==> src/rtl/rd_data_cmp_if.sv <==
// Bundle of the compare-packet, read-beat and result signals of rd_data_cmp.
// The slave modport is the comparator; the master modport is its environment.
interface rd_data_cmp_if #(
  parameter int AMM_DATA_W  = 128,
  parameter int AMM_ADDR_W  = 31,
  parameter int AMM_BURST_W = 11
) ();
  logic                   start_test_i;
  logic                   cmp_pkt_en_i;
  logic [AMM_ADDR_W-1:0]  cmp_addr_i;
  logic [AMM_BURST_W-1:0] cmp_words_i;
  logic [7:0]             cmp_pattern_i;
  logic                   cmp_mode_i;
  logic                   cmp_pkt_ready_o;
  logic                   readdatavalid_i;
  logic [AMM_DATA_W-1:0]  readdata_i;
  logic                   error_check_o;
  logic [AMM_ADDR_W-1:0]  err_addr_o;
  logic [7:0]             err_data_o;
  logic [7:0]             exp_data_o;
  logic                   protocol_err_o;
  logic                   cmp_block_busy_o;

  modport slave (
    input  start_test_i, cmp_pkt_en_i, cmp_addr_i, cmp_words_i, cmp_pattern_i,
           cmp_mode_i, readdatavalid_i, readdata_i,
    output cmp_pkt_ready_o, error_check_o, err_addr_o, err_data_o, exp_data_o,
           protocol_err_o, cmp_block_busy_o
  );

  modport master (
    output start_test_i, cmp_pkt_en_i, cmp_addr_i, cmp_words_i, cmp_pattern_i,
           cmp_mode_i, readdatavalid_i, readdata_i,
    input  cmp_pkt_ready_o, error_check_o, err_addr_o, err_data_o, exp_data_o,
           protocol_err_o, cmp_block_busy_o
  );
endinterface

==> src/rtl/rd_data_cmp.sv <==
// Read-data comparator: queues compare packets, regenerates the expected
// pattern per read beat, compares in two pipeline stages and latches the
// first mismatch. start_test_i and rst_i both return everything to idle.
module rd_data_cmp #(
  parameter int AMM_DATA_W     = 128,
  parameter int AMM_ADDR_W     = 31,
  parameter int AMM_BURST_W    = 11,
  parameter int CMP_FIFO_DEPTH = 8
) (
  input  logic         clk_i,
  input  logic         rst_i,
  rd_data_cmp_if.slave bus
);
  localparam int DATA_B = AMM_DATA_W / 8;
  localparam int PTR_W  = $clog2(CMP_FIFO_DEPTH);
  localparam int CNT_W  = PTR_W + 1;
  localparam logic [CNT_W-1:0]       FULL_CNT = CNT_W'(CMP_FIFO_DEPTH);
  localparam logic [CNT_W-1:0]       CNT_ZERO = {CNT_W{1'b0}};
  localparam logic [PTR_W-1:0]       PTR_ONE  = PTR_W'(1);
  localparam logic [AMM_BURST_W-1:0] WORD_ONE = AMM_BURST_W'(1);
  localparam logic [AMM_BURST_W-1:0] WORD_ZERO = {AMM_BURST_W{1'b0}};
  localparam logic [7:0]             DATA_B8  = 8'(DATA_B);

  typedef enum logic [0:0] {ST_IDLE = 1'b0, ST_BURST = 1'b1} state_t;

  // packet FIFO storage
  logic [AMM_ADDR_W-1:0]  fifo_addr  [CMP_FIFO_DEPTH];
  logic [AMM_BURST_W-1:0] fifo_words [CMP_FIFO_DEPTH];
  logic [7:0]             fifo_seed  [CMP_FIFO_DEPTH];
  logic                   fifo_mode  [CMP_FIFO_DEPTH];
  logic [PTR_W-1:0]       wr_ptr, rd_ptr;
  logic [CNT_W-1:0]       count;
  logic                   ready;

  // burst tracker
  state_t                 state;
  logic [AMM_ADDR_W-1:0]  burst_addr;
  logic [AMM_BURST_W-1:0] burst_words, beat_idx;
  logic [7:0]             burst_seed;
  logic                   burst_mode;

  // compare pipeline
  logic                   s1_valid;
  logic [AMM_DATA_W-1:0]  s1_data, s1_exp;
  logic [AMM_ADDR_W-1:0]  s1_addr;
  logic                   s2_valid, s2_hit;
  logic [AMM_ADDR_W-1:0]  s2_addr;
  logic [7:0]             s2_rcv, s2_exp;

  // results
  logic                   error_check, protocol_err, busy;
  logic [AMM_ADDR_W-1:0]  err_addr;
  logic [7:0]             err_data, exp_data;

  // combinational control
  logic                   clr, fifo_empty, push, overflow, pop, accept, orphan;
  logic [AMM_ADDR_W-1:0]  sel_addr;
  logic [AMM_BURST_W-1:0] sel_words, sel_k;
  logic [7:0]             sel_seed, beat_base;
  logic                   sel_mode, sel_last, busy_nxt;
  logic [CNT_W-1:0]       cnt_nxt;
  state_t                 state_nxt;
  logic [AMM_DATA_W-1:0]  exp_vec;
  logic                   cmp_hit, byte_diff;
  logic [7:0]             cmp_rcv, cmp_exp;

  // Beat/packet decode: a beat in IDLE starts a burst from the FIFO head, in BURST it continues the stored one.
  always_comb begin
    clr        = rst_i || bus.start_test_i;
    fifo_empty = (count == CNT_ZERO);
    push       = bus.cmp_pkt_en_i && ready;
    overflow   = bus.cmp_pkt_en_i && !ready;
    if (state == ST_IDLE) begin
      pop       = bus.readdatavalid_i && !fifo_empty;
      accept    = pop;
      orphan    = bus.readdatavalid_i && fifo_empty;
      sel_addr  = fifo_addr[rd_ptr];
      sel_words = (fifo_words[rd_ptr] == WORD_ZERO) ? WORD_ONE : fifo_words[rd_ptr];
      sel_seed  = fifo_seed[rd_ptr];
      sel_mode  = fifo_mode[rd_ptr];
      sel_k     = WORD_ZERO;
    end else begin
      pop       = 1'b0;
      accept    = bus.readdatavalid_i;
      orphan    = 1'b0;
      sel_addr  = burst_addr;
      sel_words = burst_words;
      sel_seed  = burst_seed;
      sel_mode  = burst_mode;
      sel_k     = beat_idx;
    end
    sel_last = (sel_k == (sel_words - WORD_ONE));
    cnt_nxt  = count + {{PTR_W{1'b0}}, push} - {{PTR_W{1'b0}}, pop};
    if (accept) begin
      state_nxt = sel_last ? ST_IDLE : ST_BURST;
    end else begin
      state_nxt = state;
    end
    busy_nxt = (cnt_nxt != CNT_ZERO) || (state_nxt == ST_BURST) || accept || s1_valid;
  end

  // Expected pattern for the current beat: fixed seed, or a byte ramp continuing across beats.
  always_comb begin
    exp_vec   = {AMM_DATA_W{1'b0}};
    beat_base = sel_k[7:0] * DATA_B8;
    for (int j = 0; j < DATA_B; j++) begin
      if (sel_mode) begin
        exp_vec[j*8 +: 8] = sel_seed + beat_base + 8'(j);
      end else begin
        exp_vec[j*8 +: 8] = sel_seed;
      end
    end
  end

  // Byte compare of stage 1; scanning downward lets the lowest mismatching byte win.
  always_comb begin
    cmp_hit   = 1'b0;
    cmp_rcv   = 8'h00;
    cmp_exp   = 8'h00;
    byte_diff = 1'b0;
    for (int j = DATA_B - 1; j >= 0; j--) begin
      byte_diff = (s1_data[j*8 +: 8] != s1_exp[j*8 +: 8]);
      cmp_hit   = cmp_hit | byte_diff;
      cmp_rcv   = byte_diff ? s1_data[j*8 +: 8] : cmp_rcv;
      cmp_exp   = byte_diff ? s1_exp[j*8 +: 8]  : cmp_exp;
    end
  end

  // Packet FIFO payload write; the storage itself needs no reset.
  always_ff @(posedge clk_i) begin
    if (push && !clr) begin
      fifo_addr[wr_ptr]  <= bus.cmp_addr_i;
      fifo_words[wr_ptr] <= bus.cmp_words_i;
      fifo_seed[wr_ptr]  <= bus.cmp_pattern_i;
      fifo_mode[wr_ptr]  <= bus.cmp_mode_i;
    end
  end

  // FIFO pointers, burst FSM, compare pipeline and sticky results.
  always_ff @(posedge clk_i) begin
    if (clr) begin
      wr_ptr       <= {PTR_W{1'b0}};
      rd_ptr       <= {PTR_W{1'b0}};
      count        <= CNT_ZERO;
      ready        <= 1'b1;
      state        <= ST_IDLE;
      burst_addr   <= {AMM_ADDR_W{1'b0}};
      burst_words  <= WORD_ZERO;
      beat_idx     <= WORD_ZERO;
      burst_seed   <= 8'h00;
      burst_mode   <= 1'b0;
      s1_valid     <= 1'b0;
      s1_data      <= {AMM_DATA_W{1'b0}};
      s1_exp       <= {AMM_DATA_W{1'b0}};
      s1_addr      <= {AMM_ADDR_W{1'b0}};
      s2_valid     <= 1'b0;
      s2_hit       <= 1'b0;
      s2_addr      <= {AMM_ADDR_W{1'b0}};
      s2_rcv       <= 8'h00;
      s2_exp       <= 8'h00;
      error_check  <= 1'b0;
      err_addr     <= {AMM_ADDR_W{1'b0}};
      err_data     <= 8'h00;
      exp_data     <= 8'h00;
      protocol_err <= 1'b0;
      busy         <= 1'b0;
    end else begin
      count <= cnt_nxt;
      ready <= (cnt_nxt != FULL_CNT);
      busy  <= busy_nxt;
      state <= state_nxt;
      if (push) begin
        wr_ptr <= wr_ptr + PTR_ONE;
      end
      if (pop) begin
        rd_ptr <= rd_ptr + PTR_ONE;
      end
      if (accept) begin
        burst_addr  <= sel_addr;
        burst_words <= sel_words;
        burst_seed  <= sel_seed;
        burst_mode  <= sel_mode;
        beat_idx    <= sel_k + WORD_ONE;
        s1_data     <= bus.readdata_i;
        s1_exp      <= exp_vec;
        s1_addr     <= sel_addr + AMM_ADDR_W'(sel_k);
      end
      s1_valid <= accept;
      s2_valid <= s1_valid;
      if (s1_valid) begin
        s2_hit  <= cmp_hit;
        s2_addr <= s1_addr;
        s2_rcv  <= cmp_rcv;
        s2_exp  <= cmp_exp;
      end
      if (s2_valid && s2_hit && !error_check) begin
        error_check <= 1'b1;
        err_addr    <= s2_addr;
        err_data    <= s2_rcv;
        exp_data    <= s2_exp;
      end
      if (overflow || orphan) begin
        protocol_err <= 1'b1;
      end
    end
  end

  assign bus.cmp_pkt_ready_o  = ready;
  assign bus.error_check_o    = error_check;
  assign bus.err_addr_o       = err_addr;
  assign bus.err_data_o       = err_data;
  assign bus.exp_data_o       = exp_data;
  assign bus.protocol_err_o   = protocol_err;
  assign bus.cmp_block_busy_o = busy;
endmodule

==> src/flat_wrapper.sv <==
// flat-port wrapper written by rule: the top's interface ports become plain ports
module rd_data_cmp_flat 
#(
  parameter int AMM_DATA_W     = 128,
  parameter int AMM_ADDR_W     = 31,
  parameter int AMM_BURST_W    = 11,
  parameter int CMP_FIFO_DEPTH = 8
)
  (clk_i, rst_i, bus_start_test_i, bus_cmp_pkt_en_i, bus_cmp_addr_i, bus_cmp_words_i, bus_cmp_pattern_i, bus_cmp_mode_i, bus_readdatavalid_i, bus_readdata_i, bus_cmp_pkt_ready_o, bus_error_check_o, bus_err_addr_o, bus_err_data_o, bus_exp_data_o, bus_protocol_err_o, bus_cmp_block_busy_o);
  rd_data_cmp_if #(.AMM_DATA_W(AMM_DATA_W), .AMM_ADDR_W(AMM_ADDR_W), .AMM_BURST_W(AMM_BURST_W)) bus_i ();
  input  logic clk_i;
  input  logic rst_i;
  input wire logic [$bits(bus_i.start_test_i)-1:0] bus_start_test_i;
  input wire logic [$bits(bus_i.cmp_pkt_en_i)-1:0] bus_cmp_pkt_en_i;
  input wire logic [$bits(bus_i.cmp_addr_i)-1:0] bus_cmp_addr_i;
  input wire logic [$bits(bus_i.cmp_words_i)-1:0] bus_cmp_words_i;
  input wire logic [$bits(bus_i.cmp_pattern_i)-1:0] bus_cmp_pattern_i;
  input wire logic [$bits(bus_i.cmp_mode_i)-1:0] bus_cmp_mode_i;
  input wire logic [$bits(bus_i.readdatavalid_i)-1:0] bus_readdatavalid_i;
  input wire logic [$bits(bus_i.readdata_i)-1:0] bus_readdata_i;
  output wire logic [$bits(bus_i.cmp_pkt_ready_o)-1:0] bus_cmp_pkt_ready_o;
  output wire logic [$bits(bus_i.error_check_o)-1:0] bus_error_check_o;
  output wire logic [$bits(bus_i.err_addr_o)-1:0] bus_err_addr_o;
  output wire logic [$bits(bus_i.err_data_o)-1:0] bus_err_data_o;
  output wire logic [$bits(bus_i.exp_data_o)-1:0] bus_exp_data_o;
  output wire logic [$bits(bus_i.protocol_err_o)-1:0] bus_protocol_err_o;
  output wire logic [$bits(bus_i.cmp_block_busy_o)-1:0] bus_cmp_block_busy_o;
  assign bus_i.start_test_i = bus_start_test_i;
  assign bus_i.cmp_pkt_en_i = bus_cmp_pkt_en_i;
  assign bus_i.cmp_addr_i = bus_cmp_addr_i;
  assign bus_i.cmp_words_i = bus_cmp_words_i;
  assign bus_i.cmp_pattern_i = bus_cmp_pattern_i;
  assign bus_i.cmp_mode_i = bus_cmp_mode_i;
  assign bus_i.readdatavalid_i = bus_readdatavalid_i;
  assign bus_i.readdata_i = bus_readdata_i;
  assign bus_cmp_pkt_ready_o = bus_i.cmp_pkt_ready_o;
  assign bus_error_check_o = bus_i.error_check_o;
  assign bus_err_addr_o = bus_i.err_addr_o;
  assign bus_err_data_o = bus_i.err_data_o;
  assign bus_exp_data_o = bus_i.exp_data_o;
  assign bus_protocol_err_o = bus_i.protocol_err_o;
  assign bus_cmp_block_busy_o = bus_i.cmp_block_busy_o;
  rd_data_cmp #(.AMM_DATA_W(AMM_DATA_W), .AMM_ADDR_W(AMM_ADDR_W), .AMM_BURST_W(AMM_BURST_W), .CMP_FIFO_DEPTH(CMP_FIFO_DEPTH)) u_core (.clk_i(clk_i), .rst_i(rst_i), .bus(bus_i));
endmodule
==> config.mk <==
export PLATFORM = sky130hd
export DESIGN_NAME = rd_data_cmp_flat
export DESIGN_NICKNAME = d
export VERILOG_FILES = /design/src/rtl/rd_data_cmp_if.sv /design/src/rtl/rd_data_cmp.sv /design/src/flat_wrapper.sv
export SDC_FILE = /design/constraint.sdc
export NUM_CORES = 2
export LEC_CHECK = 0
export ABC_CLOCK_PERIOD_IN_PS = 5900
export CORE_MARGIN = 5
export CORE_UTILIZATION = 42
export CTS_CLUSTER_DIAMETER = 150
export DETAILED_ROUTE_END_ITERATION = 10
export PLACE_DENSITY = 0.72
export RECOVER_POWER = 100
export SETUP_SLACK_MARGIN = 0.1
export SYNTH_ARGS = -nofsm -noshare
export SYNTH_HDL_FRONTEND = slang
export SYNTH_SLANG_ARGS = --single-unit
==> constraint.sdc <==
create_clock -name clk_i -period 5.9 [get_ports clk_i]
set_clock_uncertainty 0.15 [all_clocks]
set_input_delay 1.18 -clock clk_i [delete_from_list [all_inputs] [get_ports clk_i]]
set_output_delay 1.18 -clock clk_i [all_outputs]
set_load 0.005 [all_outputs]
==> results.cfg <==
[layout]
final_cell_area_mm2 = 0.0442
drive_gt1_frac = 0.0918
area_delta_synth_final_pct = 16.2
fin_util = 0.491
finalNetCount = 3908

[drt]
routedWlPerCell_um = 22.5
dr_total_vias = 28600
drc_errors = 0
avgViaCountPerCell = 5.78
ant_nets = 0
drt-pass1-iter-count = 5
drtIter0Drc = 3021
routed_wl_um = 111000

[critical_path]
reg2reg_to = u_core.s2_rcv[3]
critical_path_buf_inv_count = 2
worstReg2RegStart = u_core.s1_exp[112]
startpoint = bus_start_test_i
cp-start-kind = input port
crit_fanout = 70
worstSetupEndpoint = u_core.burst_words[6]
crit_type = in -> reg
reg2reg_slack_ns = 0.77
critPathCaptureType = flip-flop
worstPathCellList = dlygate4sd3_1 -> or2_4 -> clkbuf_1 -> nor2_1 -> nand2_1 -> o21ai_0
r2r_cells = 10
path_delay_family = buffers and inverters
slowest_stage = clkbuf_1
max_stage_delay_ns = 2.52
worstPathRequired_ns = 6.27
cp.arrival_ns = 5.53
cp_num_cells = 6

[yosys]
synth.distinct_cells = 87
synth_fa_ha_area_frac = 0.0134
synth-seq-cells = 834
synth_edf_count = 408
ys_seq_area_frac = 0.546
synth_compound_area_frac = 0.134
synthFlopType = dfxtp_1
synth_top_cells_by_area = edfxtp_1 32%, dfxtp_1 22%, nand2_1 5.9%, mux4_2 5.3%, a21oi_1 4.5%
synth_top_family_by_area = compound AO/OA/AOI/OAI gates
muxShareOfSynthArea = 0.0882
syn_inst = 3569
synthesis.nets = 3792
post_synth.cell_area_avg_um2 = 10.7
synth_top_area_frac = 0.322
ys.warnings.count = 0
async_flop_share = 0
syn-cell-area_mm2 = 0.0381
synth_xor_area_frac = 0.0601
yosysTopAreaCell = edfxtp_1
synth-simple-area-share = 0.123

[global_route]
grtUsageTotal = 0.221
grt_start_max_net_pins = 176
grt_pass1_wl_um = 169000
first_global_vias = 27500
grt_overflow = 0
grt_antenna_before_repair = 13

[clock_tree]
cts_root_buf = clkbuf_16
htree_levels = 3
cts_setup_buffers = 0
ctsResizeCount = 0
cts_sinks = 834
cts_buffer_depth = 3
path_clk_slew_ns = 0.06
cts_made_buffers = 88
clk_latency_ns = 0.67
cts_tree = done
ctsHoldBuffers = 0

[timing]
fin_crit_sh = 0.873
fmax_ghz = 0.194
rsz0062_at_grt = no
tightest_slew_ns = 3.87
period_needed_ns = 5.15
hold_ws_ns = 0.299
hold_viol = 0
fin_tns_setup_ns = 0
max-slew-margin-rel = -1.58
setup_viol_count_final = 0
timing.final.max_slew_violations = 583

[placed_design]
placed_area_mm2 = 0.0413
portBuffers = 234
place.gp.congestion = 0.955
dp_hpwl_um = 74800

[worst_hold_path]
min_path_type = reg -> reg

[pwr]
cellLeakagePower_uw = 0.0149
peakVddDrop_mv = 0.385
p_total_uw = 19900
power_density_mw_per_mm2 = 451

[floorplan]
row_count = 110
initial_core_util = 0.423
die-area_mm2 = 0.0967
die_x_um = 311
die_h_um = 311
io_pins = 235
core-area_mm2 = 0.0900

[outcome]
failed_checks = max-capacitance violations, max-slew violations
outcome = finished, violations left

[flow_run]
cap_violations = 12
cell usage in the layout (no fill, tap or decap), types with 28 or more instances in the layout:
| master | Yosys | layout |
|---|---|---|
| edfxtp_1 | 408 | 408 |
| a31oi_1 | 28 | 28 |
| clkdlybuf4s50_1 | 0 | 130 |
| clkbuf_16 | 0 | 88 |
| nor2_1 | 280 | 276 |
| xor2_1 | 101 | 100 |
| mux4_2 | 89 | 89 |
| xnor2_1 | 160 | 159 |
| buf_4 | 7 | 32 |
| o21ai_0 | 161 | 162 |
| nand4_1 | 30 | 30 |
| dfxtp_1 | 426 | 422 |
| nand2_1 | 598 | 598 |
| o221ai_1 | 35 | 35 |
| nand3_1 | 29 | 29 |
| a211oi_1 | 51 | 51 |
| o211ai_1 | 37 | 37 |
| a21oi_1 | 341 | 343 |
| inv_1 | 47 | 48 |
| a221oi_1 | 30 | 30 |
| nor3_1 | 43 | 43 |
| mux2i_1 | 82 | 82 |
| nor4_1 | 29 | 30 |
| dlygate4sd3_1 | 0 | 104 |
| ha_1 | 36 | 36 |
through the flow:
stage | instances | worst slack, ns
2_1_floorplan | 3569 | 1.08
3_3_place_gp | 4771 | 1.44
3_5_place_dp | 4771 | 1.34
4_1_cts | 4934 | 1.27
5_1_grt | 4936 | 0.482
6_report | 4939 | 0.749
area by class of cell:
cell class                      instances  area (µm²)
Fill cell                            8025       45800
Sequential cell                       834       20800
Multi-Input combinational cell       2423       16000
Timing Repair Buffer                  286        2720
Clock buffer                          114        2340
Tap cell                             1176        1470
Clock inverter                         49         726
Inverter                               52         195
Antenna cell                            5        12.5
synth_stat cells (10+ instances only):
master / n
a211oi_1: 51
a21o_1: 16
a21oi_1: 341
a221oi_1: 30
a31oi_1: 28
and2_1: 15
and3_1: 10
buf_1: 18
buf_2: 26
clkbuf_1: 195
dfxtp_1: 426
edfxtp_1: 408
ha_1: 36
inv_1: 47
mux2_2: 25
mux2i_1: 82
mux4_2: 89
nand2_1: 598
nand3_1: 29
nand4_1: 30
nor2_1: 280
nor2b_1: 11
nor3_1: 43
nor4_1: 29
o2111ai_1: 18
o211ai_1: 37
o21ai_0: 161
o221ai_1: 35
o2bb2ai_1: 12
o311ai_0: 10
or3_1: 12
xnor2_1: 160
xor2_1: 101
sequential cells by signal, summed over array words and instances (netlist names), 11 cells and up, named ones only:
register and flops:
u_core.beat_idx 11, u_core.burst_addr 31, u_core.burst_words 11, u_core.bus.err_addr_o 31
u_core.fifo_addr 248, u_core.fifo_seed 64, u_core.fifo_words 88, u_core.s1_addr 31
u_core.s1_data 128, u_core.s1_exp 94, u_core.s2_addr 31
worst min-delay path by stage:
stage / slack [ns] / cells after the start / start / to
6_report: 0.30 / 2 / u_core.bus.err_data_o[5] / u_core.bus.err_data_o[5]
3_5_place_dp: 0.29 / 2 / u_core.burst_addr[7] / u_core.burst_addr[7]
5_1_grt: 0.32 / 2 / u_core.s1_addr[0] / u_core.s1_addr[0]
4_1_cts: 0.30 / 2 / u_core.burst_addr[7] / u_core.burst_addr[7]
2_1_floorplan: 0.27 / 2 / u_core.s1_addr[16] / u_core.s1_addr[16]
3_3_place_gp: 0.29 / 2 / u_core.burst_words[1] / u_core.burst_words[1]
worst min-delay path, cell delays in order, from the launching register on:
cell	delay, ns
dfxtp_1	0.30
nand2_1	0.05
a21oi_1	0.05
power by group:
| part | switching (µW) | leakage (µW) | internal [µW] | total [µW] |
|---|---|---|---|---|
| Combinational | 4940 | 0.00627 | 2340 | 7280 |
| Sequential | 417 | 0.00712 | 6410 | 6830 |
| Clock | 2350 | 0.00148 | 3490 | 5840 |
| Total | 7710 | 0.0149 | 12200 | 19900 |
metal layers:
metal,vias to the layer above,share of wire,track usage
li1,13100,-,-
met1,13900,0.41,0.295
met2,1218,0.47,0.365
met3,250,0.081,0.0452
met4,6,0.034,0.0701
met5,-,0.00031,0
cell families (layout without fill, tap and decap cells):
logic type / Yosys count / after routing
other: 0 / 5
AOI/OAI and AO/OA: 820 / 820
DFF: 834 / 834
adders and majority gates: 39 / 39
and+or+nand+nor: 1095 / 1095
xor gates and xnor gates: 261 / 261
muxes: 208 / 208
buffers and inverters: 312 / 501
Note: power is estimated with default switching activity, not from simulation.
